File: config.mk
export PLATFORM = sky130hd
export DESIGN_NAME = fma_add_pipe
export DESIGN_NICKNAME = d
export VERILOG_FILES = /design/src/rtl/fma_add_pipe.sv
export SDC_FILE = /design/constraint.sdc
export NUM_CORES = 1
export LEC_CHECK = 0
export BUFFER_PORTS_ARGS = -buffer_cell sky130_fd_sc_hd__buf_2
export CAP_MARGIN = 20
export CORE_MARGIN = 1.5
export CORE_UTILIZATION = 56
export CTS_BUF_LIST = sky130_fd_sc_hd__clkbuf_4
export CTS_CLUSTER_SIZE = 8
export DETAILED_ROUTE_END_ITERATION = 10
export PLACE_DENSITY = 0.74
export SLEW_MARGIN = 10
export SYNTH_ARGS = -nofsm -noshare
export SYNTH_HDL_FRONTEND = slang
export SYNTH_SLANG_ARGS = --single-unit
File: constraint.sdc
create_clock -name clk -period 4.2 [get_ports clk]
set_input_delay 0.63 -clock clk [delete_from_list [all_inputs] [get_ports clk]]
set_output_delay 0.63 -clock clk [all_outputs]
set_load 0.01 [all_outputs]
File: src/rtl/fma_add_pipe.sv
// fma_add_pipe: three-stage pipelined IEEE-754 adder (align / add / normalise-round)
// for any binary format with NE exponent bits and NF fraction bits.
//   clk, reset        rising-edge clock, asynchronous active-high reset
//   in_valid/in_ready operand handshake; in_ready = pipeline advance
//   p, z, rm          product and addend operands, rounding mode (0 RNE, 1 RZ)
//   out_valid/ready   result handshake; consumer may stall the whole pipe
//   sum, flags        rounded result and {invalid, overflow, inexact}
// Subnormal operands and results flush to zero. NaN/inf/zero cases are resolved
// in stage 1 and travel to the output as a bypass value.
module fma_add_pipe #(
  parameter int NE = 5,
  parameter int NF = 10
) (
  input  logic         clk,
  input  logic         reset,
  input  logic         in_valid,
  output logic         in_ready,
  input  logic [NE+NF:0] p,
  input  logic [NE+NF:0] z,
  input  logic         rm,
  output logic         out_valid,
  input  logic         out_ready,
  output logic [NE+NF:0] sum,
  output logic [2:0]   flags
);
  localparam int W      = 1 + NE + NF;
  localparam int SW     = NF + 4;             // hidden, fraction, guard, round, sticky
  localparam int MW     = NF + 5;             // SW plus carry-out
  localparam int EW     = NE + $clog2(MW) + 2; // two's-complement working exponent
  localparam int STAGES = 3;

  localparam logic [NE-1:0] EXP_ONES = {NE{1'b1}};
  localparam logic [NE-1:0] EXP_MAXF = {{(NE-1){1'b1}}, 1'b0};
  localparam logic [W-1:0]  QNAN     = {1'b0, EXP_ONES, 1'b1, {(NF-1){1'b0}}};
  localparam logic [EW-1:0] EXP_OVF  = EW'((1 << NE) - 1);

  logic              advance;
  logic [STAGES:1]   vldPipe;

  assign advance   = ~vldPipe[STAGES] | out_ready;
  assign in_ready  = advance;
  assign out_valid = vldPipe[STAGES];

  // ---------------- stage 1: classify, swap, align ----------------
  logic          pSign, zSign;
  logic [NE-1:0] pExp, zExp;
  logic [NF-1:0] pFrac, zFrac;
  assign {pSign, pExp, pFrac} = p;
  assign {zSign, zExp, zFrac} = z;

  logic pZero, zZero, pInf, zInf, pNan, zNan, pSnan, zSnan;
  // exp == 0 covers both true zero and flushed subnormals
  assign pZero = (pExp == '0);
  assign zZero = (zExp == '0);
  assign pInf  = (pExp == EXP_ONES) && (pFrac == '0);
  assign zInf  = (zExp == EXP_ONES) && (zFrac == '0);
  assign pNan  = (pExp == EXP_ONES) && (pFrac != '0);
  assign zNan  = (zExp == EXP_ONES) && (zFrac != '0);
  assign pSnan = pNan && !pFrac[NF-1];
  assign zSnan = zNan && !zFrac[NF-1];

  logic         byp;
  logic [W-1:0] bypVal;
  logic [2:0]   bypFlags;
  always_comb begin
    byp      = 1'b1;
    bypVal   = '0;
    bypFlags = '0;
    if (pNan || zNan) begin
      bypVal   = QNAN;
      bypFlags = {pSnan | zSnan, 2'b00};
    end else if (pInf && zInf) begin
      if (pSign != zSign) begin
        bypVal   = QNAN;
        bypFlags = 3'b100;
      end else begin
        bypVal = p;
      end
    end else if (pInf) begin
      bypVal = p;
    end else if (zInf) begin
      bypVal = z;
    end else if (pZero && zZero) begin
      bypVal = {pSign & zSign, {(W-1){1'b0}}};
    end else if (pZero) begin
      bypVal = z;
    end else if (zZero) begin
      bypVal = p;
    end else begin
      byp = 1'b0;
    end
  end

  logic          pBig, lSign, sSign;
  logic [NE-1:0] lExp, sExp, dExp;
  logic [NF-1:0] lFrac, sFrac;
  logic [SW-1:0] sigL, sigS0, sigSh, lostMask, sigS;

  assign pBig = (p[W-2:0] >= z[W-2:0]);
  assign {lSign, lExp, lFrac} = pBig ? p : z;
  assign {sSign, sExp, sFrac} = pBig ? z : p;
  assign dExp     = lExp - sExp;
  assign sigL     = {1'b1, lFrac, 3'b000};
  assign sigS0    = {1'b1, sFrac, 3'b000};
  assign sigSh    = sigS0 >> dExp;
  assign lostMask = ~({SW{1'b1}} << dExp);

  always_comb begin
    if (int'(dExp) >= SW - 1)
      sigS = {{(SW-1){1'b0}}, 1'b1};
    else
      sigS = {sigSh[SW-1:1], sigSh[0] | (|(sigS0 & lostMask))};
  end

  logic          s1Byp, s1Rm, s1Sign, s1Sub;
  logic [W-1:0]  s1BypVal;
  logic [2:0]    s1BypFlags;
  logic [NE-1:0] s1Exp;
  logic [SW-1:0] s1SigL, s1SigS;

  // ---------------- stage 2: magnitude add/subtract ----------------
  // The swap guarantees L >= S, so the difference never goes negative.
  logic [MW-1:0] magSum;
  assign magSum = s1Sub ? ({1'b0, s1SigL} - {1'b0, s1SigS})
                        : ({1'b0, s1SigL} + {1'b0, s1SigS});

  logic          s2Byp, s2Rm, s2Sign;
  logic [W-1:0]  s2BypVal;
  logic [2:0]    s2BypFlags;
  logic [NE-1:0] s2Exp;
  logic [MW-1:0] s2Mag;

  // ---------------- stage 3: normalise, round, pack ----------------
  logic [EW-1:0] lzc;
  always_comb begin
    lzc = '0;
    // highest set bit wins because it is visited last
    for (int i = 0; i < SW; i++)
      if (s2Mag[i]) lzc = EW'(SW - 1 - i);
  end

  logic [EW-1:0] expIn, expN, expR;
  logic [SW-1:0] norm;
  always_comb begin
    expIn = {{(EW-NE){1'b0}}, s2Exp};
    if (s2Mag[MW-1]) begin
      norm = {s2Mag[MW-1:2], s2Mag[1] | s2Mag[0]};
      expN = expIn + EW'(1);
    end else begin
      norm = s2Mag[SW-1:0] << lzc;
      expN = expIn - lzc;
    end
  end

  logic          lsb, g, r, st, inc, rndCarry, inexact, underflow, overflow;
  logic [NF:0]   rnd;
  assign {lsb, g, r, st} = norm[3:0];
  assign inc       = ~s2Rm & g & (r | st | lsb);
  // A wrap of the NF+1-bit significand clears the hidden bit: that is the carry.
  assign rnd       = norm[SW-1:3] + {{NF{1'b0}}, inc};
  assign rndCarry  = ~rnd[NF];
  assign expR      = rndCarry ? expN + EW'(1) : expN;
  assign inexact   = g | r | st;
  assign underflow = expN[EW-1] | (expN == '0);
  assign overflow  = ~expR[EW-1] & (expR >= EXP_OVF);

  logic [W-1:0] res;
  logic [2:0]   resFlags;
  always_comb begin
    res      = {s2Sign, expR[NE-1:0], rnd[NF-1:0]};
    resFlags = {2'b00, inexact};
    if (s2Byp) begin
      res      = s2BypVal;
      resFlags = s2BypFlags;
    end else if (s2Mag == '0) begin
      res      = '0;
      resFlags = '0;
    end else if (underflow) begin
      res      = '0;
      resFlags = 3'b001;
    end else if (overflow) begin
      res      = s2Rm ? {s2Sign, EXP_MAXF, {NF{1'b1}}} : {s2Sign, EXP_ONES, {NF{1'b0}}};
      resFlags = 3'b011;
    end
  end

  // ---------------- pipeline registers ----------------
  // Every stage moves together on advance; bubbles shift like real ops.
  always_ff @(posedge clk or posedge reset) begin
    if (reset) begin
      vldPipe    <= '0;
      s1Byp      <= 1'b0;
      s1Rm       <= 1'b0;
      s1Sign     <= 1'b0;
      s1Sub      <= 1'b0;
      s1BypVal   <= '0;
      s1BypFlags <= '0;
      s1Exp      <= '0;
      s1SigL     <= '0;
      s1SigS     <= '0;
      s2Byp      <= 1'b0;
      s2Rm       <= 1'b0;
      s2Sign     <= 1'b0;
      s2BypVal   <= '0;
      s2BypFlags <= '0;
      s2Exp      <= '0;
      s2Mag      <= '0;
      sum        <= '0;
      flags      <= '0;
    end else if (advance) begin
      vldPipe    <= {vldPipe[STAGES-1:1], in_valid};
      s1Byp      <= byp;
      s1Rm       <= rm;
      s1Sign     <= lSign;
      s1Sub      <= lSign ^ sSign;
      s1BypVal   <= bypVal;
      s1BypFlags <= bypFlags;
      s1Exp      <= lExp;
      s1SigL     <= sigL;
      s1SigS     <= sigS;
      s2Byp      <= s1Byp;
      s2Rm       <= s1Rm;
      s2Sign     <= s1Sign;
      s2BypVal   <= s1BypVal;
      s2BypFlags <= s1BypFlags;
      s2Exp      <= s1Exp;
      s2Mag      <= magSum;
      sum        <= res;
      flags      <= resFlags;
    end
  end

endmodule
==> flow_metrics.env, run 1 <==
export IMPL_power_leakage_uw=0.004755
export IMPL_post_route_period_util=0.9673
export IMPL_cpMostUsedCell="o21a_1"
export IMPL_cp_max_fo=10
export IMPL_finalCriticalPeriod_ps=4063
export IMPL_portBuffers=57
export IMPL_synth_top_family_by_area="compound AO/OA/AOI/OAI gates"
export IMPL_grt_usage=0.3014
export IMPL_cts_hold_buf=0
export IMPL_finalMaxSlewViolations=0
export IMPL_ys_ff_latch=113
export IMPL_fin_nets=1309
export IMPL_die_w_um=130.3
export IMPL_hold_viol_final=0
export IMPL_worst_slack_ps=137.4
export IMPL_place_congestion=1.015
export IMPL_clkTransAtPathRegs_ps=130
export IMPL_fin_worst_skew_ps=33.91
export IMPL_drive_gt1_frac=0.2193
export IMPL_syn2layout_area_growth_pct=16.68
export IMPL_setup_viol=0
export IMPL_coreArea_um2=15890
export IMPL_grt_pass1_vias=7994
export IMPL_crit_end="sum[9]$_DFFE_PP0P_"
export IMPL_yosys_area_share_simple=0.2273
export IMPL_cpMaxStageDelayCell="dfrtp_2"
export IMPL_cp_cell_sequence="buf_4 > nor4_4 > o31ai_1 > and2b_4 > inv_2 > ha_1 > nor2b_1 > o21a_1 > o21a_1 > o31ai_2 > nand2_1 > or3_4 > o221a_4 > or3b_4 > o21ai_4 > buf_12 > nor3_1 > o22ai_1"
export IMPL_wire_per_inst_um=17.33
export IMPL_ir_drop_mv=0.2833
export IMPL_synth_fp_nets=1203
export IMPL_critPathLaunch="s2Mag[7]$_DFFE_PP0P_"
export IMPL_worstHoldPathType="input pin to async pin"
export IMPL_ys_flop_type="dfrtp_1"
export IMPL_ys_async_sr_fraction=1.000
export IMPL_drt_initial_drc_count=756
export IMPL_vias_per_cell=6.028
export IMPL_netlist_area_um2=9079
export IMPL_yosys_area_top_type="dfrtp_1"
export IMPL_cts_root_buf="clkbuf_4"
export IMPL_synth_xor_area_frac=0.02412
export IMPL_drtPass1Iterations=6
export IMPL_grt_start_max_net_pins=64
export IMPL_clockBufferDepth=2
export IMPL_synth_cell_type_count=95
export IMPL_post_place_ws_ps=-53.35
export IMPL_cts_tree="built"
export IMPL_p_per_area_nw_per_um2=707.8
export IMPL_grt_pass1_wl_um=39960
export IMPL_critPathMaxStageDelay_ps=480
export IMPL_r2r_start="s2Mag[7]$_DFFE_PP0P_"
export IMPL_io_pins=58
export IMPL_slew_headroom=0.4184
export IMPL_synthAdderAreaFrac=0.07470
export IMPL_wirelength_um=25100
export IMPL_worstSetupEndpointType="flip-flop"
export IMPL_r2r_end="sum[9]$_DFFE_PP0P_"
export IMPL_power_uw=7498
export IMPL_grt_overflow=0
export IMPL_required_ps=4650
export IMPL_avgSynthCellArea_um2=8.157
export IMPL_die_area_um2=16980
export IMPL_yosysWarnings=0
export IMPL_r2r_setup_slack_ps=140
export IMPL_max_cap_violations=0
export IMPL_r2r_cells=18
export IMPL_synth_edf_count=0
export IMPL_die_h_um=130.3
export IMPL_outcome="completed"
export IMPL_cp_data_arrival_time_ps=4510
export IMPL_yosys_area_top_type_share=0.3115
export IMPL_start_util=0.5715
export IMPL_antenna_found_initial=1
export IMPL_insertion_delay_ps=560
export IMPL_synth_compound_area_frac=0.2303
export IMPL_num_rows=46
export IMPL_seq_area_frac_synth=0.3115
export IMPL_hpwl_um=19050
export IMPL_synth_area_top_cells="dfrtp_1, nand2_1, ha_1"
export IMPL_cts_buffers=17
export IMPL_muxShareOfSynthArea=0.06863
export IMPL_netlist_instances=1113
export IMPL_ant_nets=0
export IMPL_vias=8728
export IMPL_finalSetupTns_ps=0
export IMPL_timing_fmax_ghz=0.2461
export IMPL_drc=0
export IMPL_startpoint_type="flip-flop"
export IMPL_tightest_slew_ps=872.4
export IMPL_htree_levels=4
export IMPL_rsz0062_at_grt="yes"
export IMPL_cts_sinks=113
export IMPL_worstSetupPathType="flip-flop to flip-flop"
## routing by layer
metal,up-vias,part of all wire,track usage
met5,-,0,0
met4,0,0.029,0.1163
met3,51,0.057,0.04305
met2,313,0.46,0.4687
met1,4140,0.46,0.4254
li1,4224,-,-
## through the flow
stage / std cells / hold slack, ps / instance area [um2] / util
after detailed placement: 1411 / 448.7 / 10190 / 0.6417
after global routing: 1448 / 139.8 / 10590 / 0.6668
after CTS: 1442 / 115.4 / 10500 / 0.6610
final: 1448 / 108.8 / 10590 / 0.6668
after floorplan: 1113 / 429.9 / 9236 / -
after global placement: 1411 / 443.0 / 10190 / 0.6417
## worst min-delay path by stage
stage,slack (ps),depth (start not counted),endpoint,start
3_3_place_gp,440,2,vldPipe[2]$_DFFE_PP0P_,vldPipe[2]$_DFFE_PP0P_
5_1_grt,140,2,sum[8]$_DFFE_PP0P_,reset
6_report,110,2,sum[8]$_DFFE_PP0P_,reset
4_1_cts,120,2,sum[8]$_DFFE_PP0P_,reset
2_1_floorplan,430,2,s2Sign$_DFFE_PP0P_,s2Sign$_DFFE_PP0P_
3_5_place_dp,450,2,s2Sign$_DFFE_PP0P_,s2Sign$_DFFE_PP0P_
## critical path: cells and delay by family, from the launching register on
family                     cells  cell delay (ps)
AOI/OAI and AO/OA              7             1280
DFF                            1              480
and+or+nand+nor                7             1530
adders and majority gates      1              270
buffers and inverters          3              430
## where the power goes
group          switching [uW]  internal (uW)  total, uW
combinational            2720           2110       4830
clock                     449            416        865
sequential                370           1440       1800
## final cells by class
type                            instances  area [um2]
Sequential cell                       113        2836
Timing Repair Buffer                  160        1097
Multi-Input combinational cell        862        5839
Clock buffer                           18       135.1
Fill cell                            1373        5293
Inverter                               65       246.5
Clock inverter                         13       165.2
Tap cell                              216       270.3
Antenna cell                            1       2.502
## cell usage after synthesis (9+ instances only)
| library cell | instances |
|---|---|
| a21oi_1 | 63 |
| a221oi_1 | 17 |
| and3_1 | 11 |
| buf_2 | 14 |
| clkbuf_1 | 46 |
| dfrtp_1 | 113 |
| ha_1 | 51 |
| inv_1 | 63 |
| mux2_2 | 9 |
| mux2i_1 | 44 |
| nand2_1 | 171 |
| nand2b_1 | 14 |
| nand3_1 | 24 |
| nand4_1 | 11 |
| nor2_1 | 74 |
| nor2b_1 | 14 |
| nor3_1 | 45 |
| o21a_1 | 12 |
| o21ai_0 | 81 |
| o22ai_1 | 17 |
| or3_1 | 9 |
| xnor2_1 | 19 |
## cell families (layout without fill, tap and decap cells)
logic type	after synthesis	after routing
adders and majority gates	53	53
AOI/OAI and AO/OA	306	306
buffers and inverters	138	256
muxes	57	57
DFF	113	113
other	0	1
and+or+nand+nor	421	421
xor gates and xnor gates	25	25
## layout by cell type, fill, tap and decap left out, types with 9 or more instances in the layout
master / instances
nand4_1: 11
a221oi_1: 17
nand2b_1: 14
nor2_1: 74
buf_2: 57
nor3_1: 45
a21oi_1: 59
xnor2_1: 19
mux2i_1: 43
dfrtp_1: 106
clkbuf_4: 18
inv_1: 59
ha_1: 48
mux2_2: 9
o22ai_1: 17
o21ai_0: 80
buf_4: 98
nor2b_1: 12
nand2_1: 171
and3_1: 11
o21a_1: 12
nand3_1: 24
## sequential cells by signal (all words and copies together), names as in the netlist, 3 cells and up
name / count
flags: 3
s2BypVal: 16
s1SigL: 11
s2Mag: 15
s1Exp: 5
s1BypVal: 16
s1SigS: 14
sum: 16
s2Exp: 5
vldPipe: 3
## timing repair
item | in CTS | in global routing
pin swaps | 0 | 4
setup buffers | 0 | 5
gates cloned | 0 | 0
gates resized for setup | 2 | 15
setup endpoints to repair | 1 | 17
Note: power is estimated with default switching activity, not from simulation.
==> run 2, diff against run 1 <==
- ABC_AREA: default -> 1
- PLACE_DENSITY: 0.74 -> 0.75
==> flow_metrics.env, run 2 <==
export IMPL_outcome="completed"
export IMPL_ys_flop_type="dfrtp_1"
export IMPL_post_route_period_util=0.9553
export IMPL_worst_slack_ps=187.6
export IMPL_synth_edf_count=0
export IMPL_yosysWarnings=0
export IMPL_cts_buffers=17
export IMPL_insertion_delay_ps=540
export IMPL_yosysMostFrequentCell="nand2_1"
export IMPL_cp_max_fo=8
export IMPL_timing_fmax_ghz=0.2492
export IMPL_critPathBufInv=2
export IMPL_p_comb_frac=0.634
export IMPL_ys_async_sr_fraction=1.000
export IMPL_ir_drop_mv=0.2782
export IMPL_r2r_start="s2Mag[1]$_DFFE_PP0P_"
export IMPL_critPathLaunch="s2Mag[1]$_DFFE_PP0P_"
export IMPL_grt_busiest_layer="met2"
export IMPL_crit_end="sum[5]$_DFFE_PP0P_"
export IMPL_switchingPower_uw=3461
export IMPL_r2r_setup_slack_ps=190
export IMPL_yosys_area_top_type_share=0.3300
export IMPL_critPathMaxStageDelay_ps=390
export IMPL_finalCriticalPeriod_ps=4012
export IMPL_grt_pass1_wl_um=36590
export IMPL_fin_nets=1410
export IMPL_worstSetupPathDepth=34
export IMPL_setup_viol=0
export IMPL_p_per_area_nw_per_um2=697.7
export IMPL_fillers=1379
export IMPL_netlist_instances=1237
export IMPL_synth_common_cells="nand2_1, inv_1, o21ai_0"
export IMPL_critical_path_top_delay_family="simple AND/OR/NAND/NOR gates"
export IMPL_synth_cell_type_count=48
export IMPL_fin_worst_skew_ps=21.31
export IMPL_htree_levels=4
export IMPL_ys_ff_latch=113
export IMPL_post_place_ws_ps=187.9
export IMPL_final_util=0.6434
export IMPL_io_pins=58
export IMPL_drtPass1Iterations=6
export IMPL_cp_data_arrival_time_ps=4470
export IMPL_layout_area_seq_um2=2831
export IMPL_cts_tree="built"
export IMPL_die_area_um2=16050
export IMPL_avgSynthCellArea_um2=6.928
export IMPL_clkTransAtPathRegs_ps=110
export IMPL_place_congestion=0.9568
export IMPL_met3_usage=0.04639
export IMPL_antenna_found_initial=3
export IMPL_cpMaxStageDelayCell="dfrtp_1"
export IMPL_ant_nets=0
export IMPL_p_seq_frac=0.255
export IMPL_multiInputGateArea_um2=5076
export IMPL_netlist_area_um2=8569
export IMPL_r2r_end="sum[5]$_DFFE_PP0P_"
export IMPL_finalMaxSlewViolations=0
export IMPL_synth_fp_nets=1327
export IMPL_vias=8668
export IMPL_worstSetupEndpointType="flip-flop"
export IMPL_drive_gt1_frac=0.1485
export IMPL_drc=0
export IMPL_start_util=0.5679
export IMPL_die_h_um=126.7
export IMPL_grt_start_max_net_pins=73
export IMPL_switching_share=0.5109
export IMPL_use_met2=0.4446
export IMPL_die_w_um=126.7
export IMPL_grt_overflow=0
export IMPL_finalSetupTns_ps=0
export IMPL_grt_pass1_vias=7526
export IMPL_tightest_slew_ps=1011
export IMPL_power_leakage_uw=0.004825
export IMPL_num_rows=45
export IMPL_final_cell_mix="nand2_1, inv_1, o21ai_0, dfrtp_1, nor2_1"
export IMPL_final_common_cell="nand2_1"
export IMPL_yosys_area_top_type="dfrtp_1"
export IMPL_hpwl_um=17070
export IMPL_vias_per_cell=5.691
export IMPL_portBuffers=57
export IMPL_wire_per_inst_um=15.18
export IMPL_placedCellCount=1461
export IMPL_cpMostUsedCell="nand2_1"
export IMPL_clockBufferDepth=2
export IMPL_cts_root_buf="clkbuf_4"
export IMPL_slew_headroom=0.3252
export IMPL_max_cap_violations=0
export IMPL_coreArea_um2=15090
export IMPL_wirelength_um=23120
export IMPL_intPower_uw=3313
export IMPL_worstHoldPathType="input pin to async pin"
export IMPL_grt_met1_usage=0.3935
export IMPL_final_cells=1523
export IMPL_worstSetupPathType="flip-flop to flip-flop"
export IMPL_required_ps=4660
export IMPL_drt_initial_drc_count=903
export IMPL_grt_usage=0.2838
export IMPL_synth_area_top_cells="dfrtp_1, nand2_1, o21ai_0"
export IMPL_r2r_cells=34
export IMPL_syn2layout_area_growth_pct=13.29
export IMPL_hold_viol_final=0
export IMPL_startpoint_type="flip-flop"
export IMPL_p_clk_frac=0.112
export IMPL_top_regs="s1BypVal x16, s2BypVal x16, sum x16"
export IMPL_seq_area_frac_synth=0.3300
export IMPL_power_uw=6774
export IMPL_cts_sinks=113
-- run 2: how the worst min path moves through the flow --
stage and end:
3_5_place_dp vldPipe[3]$_DFFE_PP0P_, 6_report flags[0]$_DFFE_PP0P_, 3_3_place_gp vldPipe[3]$_DFFE_PP0P_, 2_1_floorplan vldPipe[3]$_DFFE_PP0P_
5_1_grt vldPipe[1]$_DFFE_PP0P_, 4_1_cts vldPipe[1]$_DFFE_PP0P_
-- run 2: per-stage QoR --
step / cell area, um2 / hold WS [ps]
6_report: 9708 / 224.8
5_1_grt: 9708 / 230.9
4_1_cts: 9355 / 259.6
3_5_place_dp: 9095 / 453.6
3_3_place_gp: 9095 / 431.5
2_1_floorplan: 8569 / 419.8
-- run 2: power by group through the flow --
| stage | sequential [uW] | clock, uW | combinational (uW) |
|---|---|---|---|
| after detailed placement | 1740 | 0 | 3820 |
| final | 1720 | 755 | 4290 |
| after CTS | 1720 | 763 | 3840 |
| after global placement | 1730 | 0 | 3780 |
| after floorplan | 1680 | 0 | 2900 |
| after global routing | 1770 | 817 | 4830 |
-- run 2: cell type report --
cell class	count	share of cell area
Sequential cell	113	0.2917
Antenna cell	2	0.0005155
Multi-Input combinational cell	917	0.5229
Clock buffer	17	0.01315
Inverter	162	0.06289
Timing Repair Buffer	109	0.07101
Clock inverter	15	0.01366
Tap cell	188	0.02423
-- run 2: kinds of logic after synthesis --
family	Yosys count	share of synthesized area
buffers and inverters	212	0.09695
AO/OA/AOI/OAI	306	0.2028
flip-flops	113	0.3300
XOR/XNOR	25	0.02555
adder cells (fa/ha/maj)	53	0.07914
AND/OR/NAND/NOR	523	0.2597
multiplexers	5	0.005841
-- run 2: repair_timing --
item | 4_1_cts | 5_1_grt
endpoints found under the hold margin | 0 | 0
endpoints found under the setup margin | 0 | 17
resized for setup | 0 | 31
hold buffers | 0 | 0
buffers inserted | 0 | 23
-- run 2: per-layer routing --
layer	up-vias	share of wire
met5	-	0
met4	0	0.029
met3	52	0.056
met2	330	0.47
met1	3985	0.45
li1	4301	-
==> run 3, diff against run 2 <==
==> constraint.sdc (replaced) <==
create_clock -name clk -period 4.2 [get_ports clk]
set_input_delay 0.21 -clock clk [delete_from_list [all_inputs] [get_ports clk]]
set_output_delay 0.21 -clock clk [all_outputs]
set_load 0.01 [all_outputs]
==> flow_metrics.env, run 3 (synthesis gave the netlist of run 2 again) <==
export IMPL_power_uw=6837
export IMPL_met2_length_um=10690
export IMPL_cpMaxStageDelayCell="dfrtp_1"
export IMPL_top_regs="s1BypVal x16, s2BypVal x16, sum x16"
export IMPL_timing_fmax_ghz=0.2534
export IMPL_max_cap_violations=0
export IMPL_vias_per_cell=5.704
export IMPL_grt_usage=0.2898
export IMPL_place_area_um2=9042
export IMPL_final_cell_mix="nand2_1, inv_1, o21ai_0, dfrtp_1, nor2_1"
export IMPL_worst_hold_slack_ps=45.18
export IMPL_grt_pass1_wl_um=37540
export IMPL_htree_levels=4
export IMPL_fin_nets=1390
export IMPL_vias=8567
export IMPL_final_common_cell="nand2_1"
export IMPL_die_area_um2=16050
export IMPL_finalCriticalPeriod_ps=3947
export IMPL_num_rows=45
export IMPL_cpMostUsedCell="nand2_1"
export IMPL_power_leakage_uw=0.004740
export IMPL_worstSetupEndpointType="flip-flop"
export IMPL_clockBufferDepth=2
export IMPL_place_congestion=0.9499
export IMPL_io_pins=58
export IMPL_final_util=0.6368
export IMPL_p_per_area_nw_per_um2=711.5
export IMPL_ant_nets=0
export IMPL_m1WireLength_um=10620
export IMPL_finalMaxSlewViolations=0
export IMPL_drtPass1Iterations=5
export IMPL_start_util=0.5679
export IMPL_tightest_slew_ps=671.8
export IMPL_grt_pass1_vias=7799
export IMPL_grt_start_max_net_pins=74
export IMPL_die_w_um=126.7
export IMPL_portBuffers=57
export IMPL_worstHoldPathType="input pin to flip-flop"
export IMPL_fin_worst_skew_ps=20.11
export IMPL_cts_buffers=17
export IMPL_required_ps=4660
export IMPL_outcome="completed"
export IMPL_routed_wl_met3_um=1147
export IMPL_worstSetupPathType="flip-flop to flip-flop"
export IMPL_highest_layer="met4"
export IMPL_coreArea_um2=15090
export IMPL_clkTransAtPathRegs_ps=110
export IMPL_startpoint_type="flip-flop"
export IMPL_setup_viol=0
export IMPL_die_h_um=126.7
export IMPL_cts_tree="built"
export IMPL_antenna_found_initial=1
export IMPL_cp_max_fo=10
export IMPL_drt_initial_drc_count=643
export IMPL_post_route_period_util=0.9397
export IMPL_syn2layout_area_growth_pct=12.13
export IMPL_grt_overflow=0
export IMPL_wire_per_inst_um=15.46
export IMPL_slew_headroom=0.5505
export IMPL_critPathMaxStageDelay_ps=430
export IMPL_final_area_um2=9609
export IMPL_hold_viol_final=0
export IMPL_ir_drop_mv=0.3072
export IMPL_hpwl_um=17350
export IMPL_drc=0
export IMPL_insertion_delay_ps=540
export IMPL_wirelength_um=23220
export IMPL_cts_root_buf="clkbuf_4"
export IMPL_cts_sinks=113
export IMPL_drive_gt1_frac=0.1264
export IMPL_cp_data_arrival_time_ps=4400
-- run 3: cell types whose count changed in the layout (fill, tap and decap cells not counted), moves of 3 or more --
cell | previous run | this run
a21oi_1 | 70 | 74
a21oi_2 | 6 | 2
buf_4 | 49 | 30
bufinv_16 | 1 | 4
dlygate4sd3_1 | 0 | 4
inv_6 | 5 | 2
nand2_2 | 9 | 6
nand2_4 | 5 | 2
-- run 3: final cells by class --
type	instances	area, um2
clock buffer	18	135.1
inverter	162	613.1
fill	1384	5480
sequential	113	2830
multi-input combinational	915	5055
antenna	1	2.502
tap	188	235.2
clock inverter	14	187.7
timing repair buffer	91	550.5
-- run 3: metal layers --
metal | track usage | vias to the layer above
met5 | 0 | -
met4 | 0.1123 | 0
met1 | 0.4039 | 3953
li1 | - | 4261
met3 | 0.03880 | 57
met2 | 0.4619 | 296
-- run 3: path summary, 6_finish.rpt --
path / from / to / slack, ps / cells after the start
max: s2Mag[4]$_DFFE_PP0P_ / sum[12]$_DFFE_PP0P_ / 250 / 31
min: z[14] / s1Exp[4]$_DFFE_PP0P_ / 50 / 3
max reg2reg: s2Mag[4]$_DFFE_PP0P_ / sum[12]$_DFFE_PP0P_ / 250 / 31
min reg2reg: vldPipe[2]$_DFFE_PP0P_ / vldPipe[3]$_DFFE_PP0P_ / 460 / 2
max in group asynchronous: reset / s2Mag[0]$_DFFE_PP0P_ / 3080 / 4
min in group asynchronous: reset / sum[1]$_DFFE_PP0P_ / 180 / 3
-- run 3: report_power, final --
group          internal [uW]  switching, uW  total, uW
Sequential              1430            314       1740
Combinational           1520           2660       4180
Clock                    478            438        915
-- run 3: through the flow --
stage / setup TNS (ps) / std cells / setup slack, ps
after floorplan: 0 / 1237 / 416.2
after global placement: 0 / 1454 / 308.1
after detailed placement: 0 / 1454 / 231.6
after CTS: 0 / 1490 / 170.7
after global routing: -896.4 / 1502 / -78.06
final: 0 / 1502 / 253.1
-- run 3: timing repair --
item                                   in CTS  in global routing
hold buffers                                4                  0
setup endpoints to repair                   0                 17
setup buffers                               0                  8
resized for setup                           0                 26
endpoints found under the hold margin      28                  0
-- run 3: worst max-delay path: cells and delay by family, from the launching register on --
family	cells	cell delay, ps
simple gates	22	2000
buf+inv	2	330
compound gates	5	790
flops	1	430
fa+ha+maj	2	360
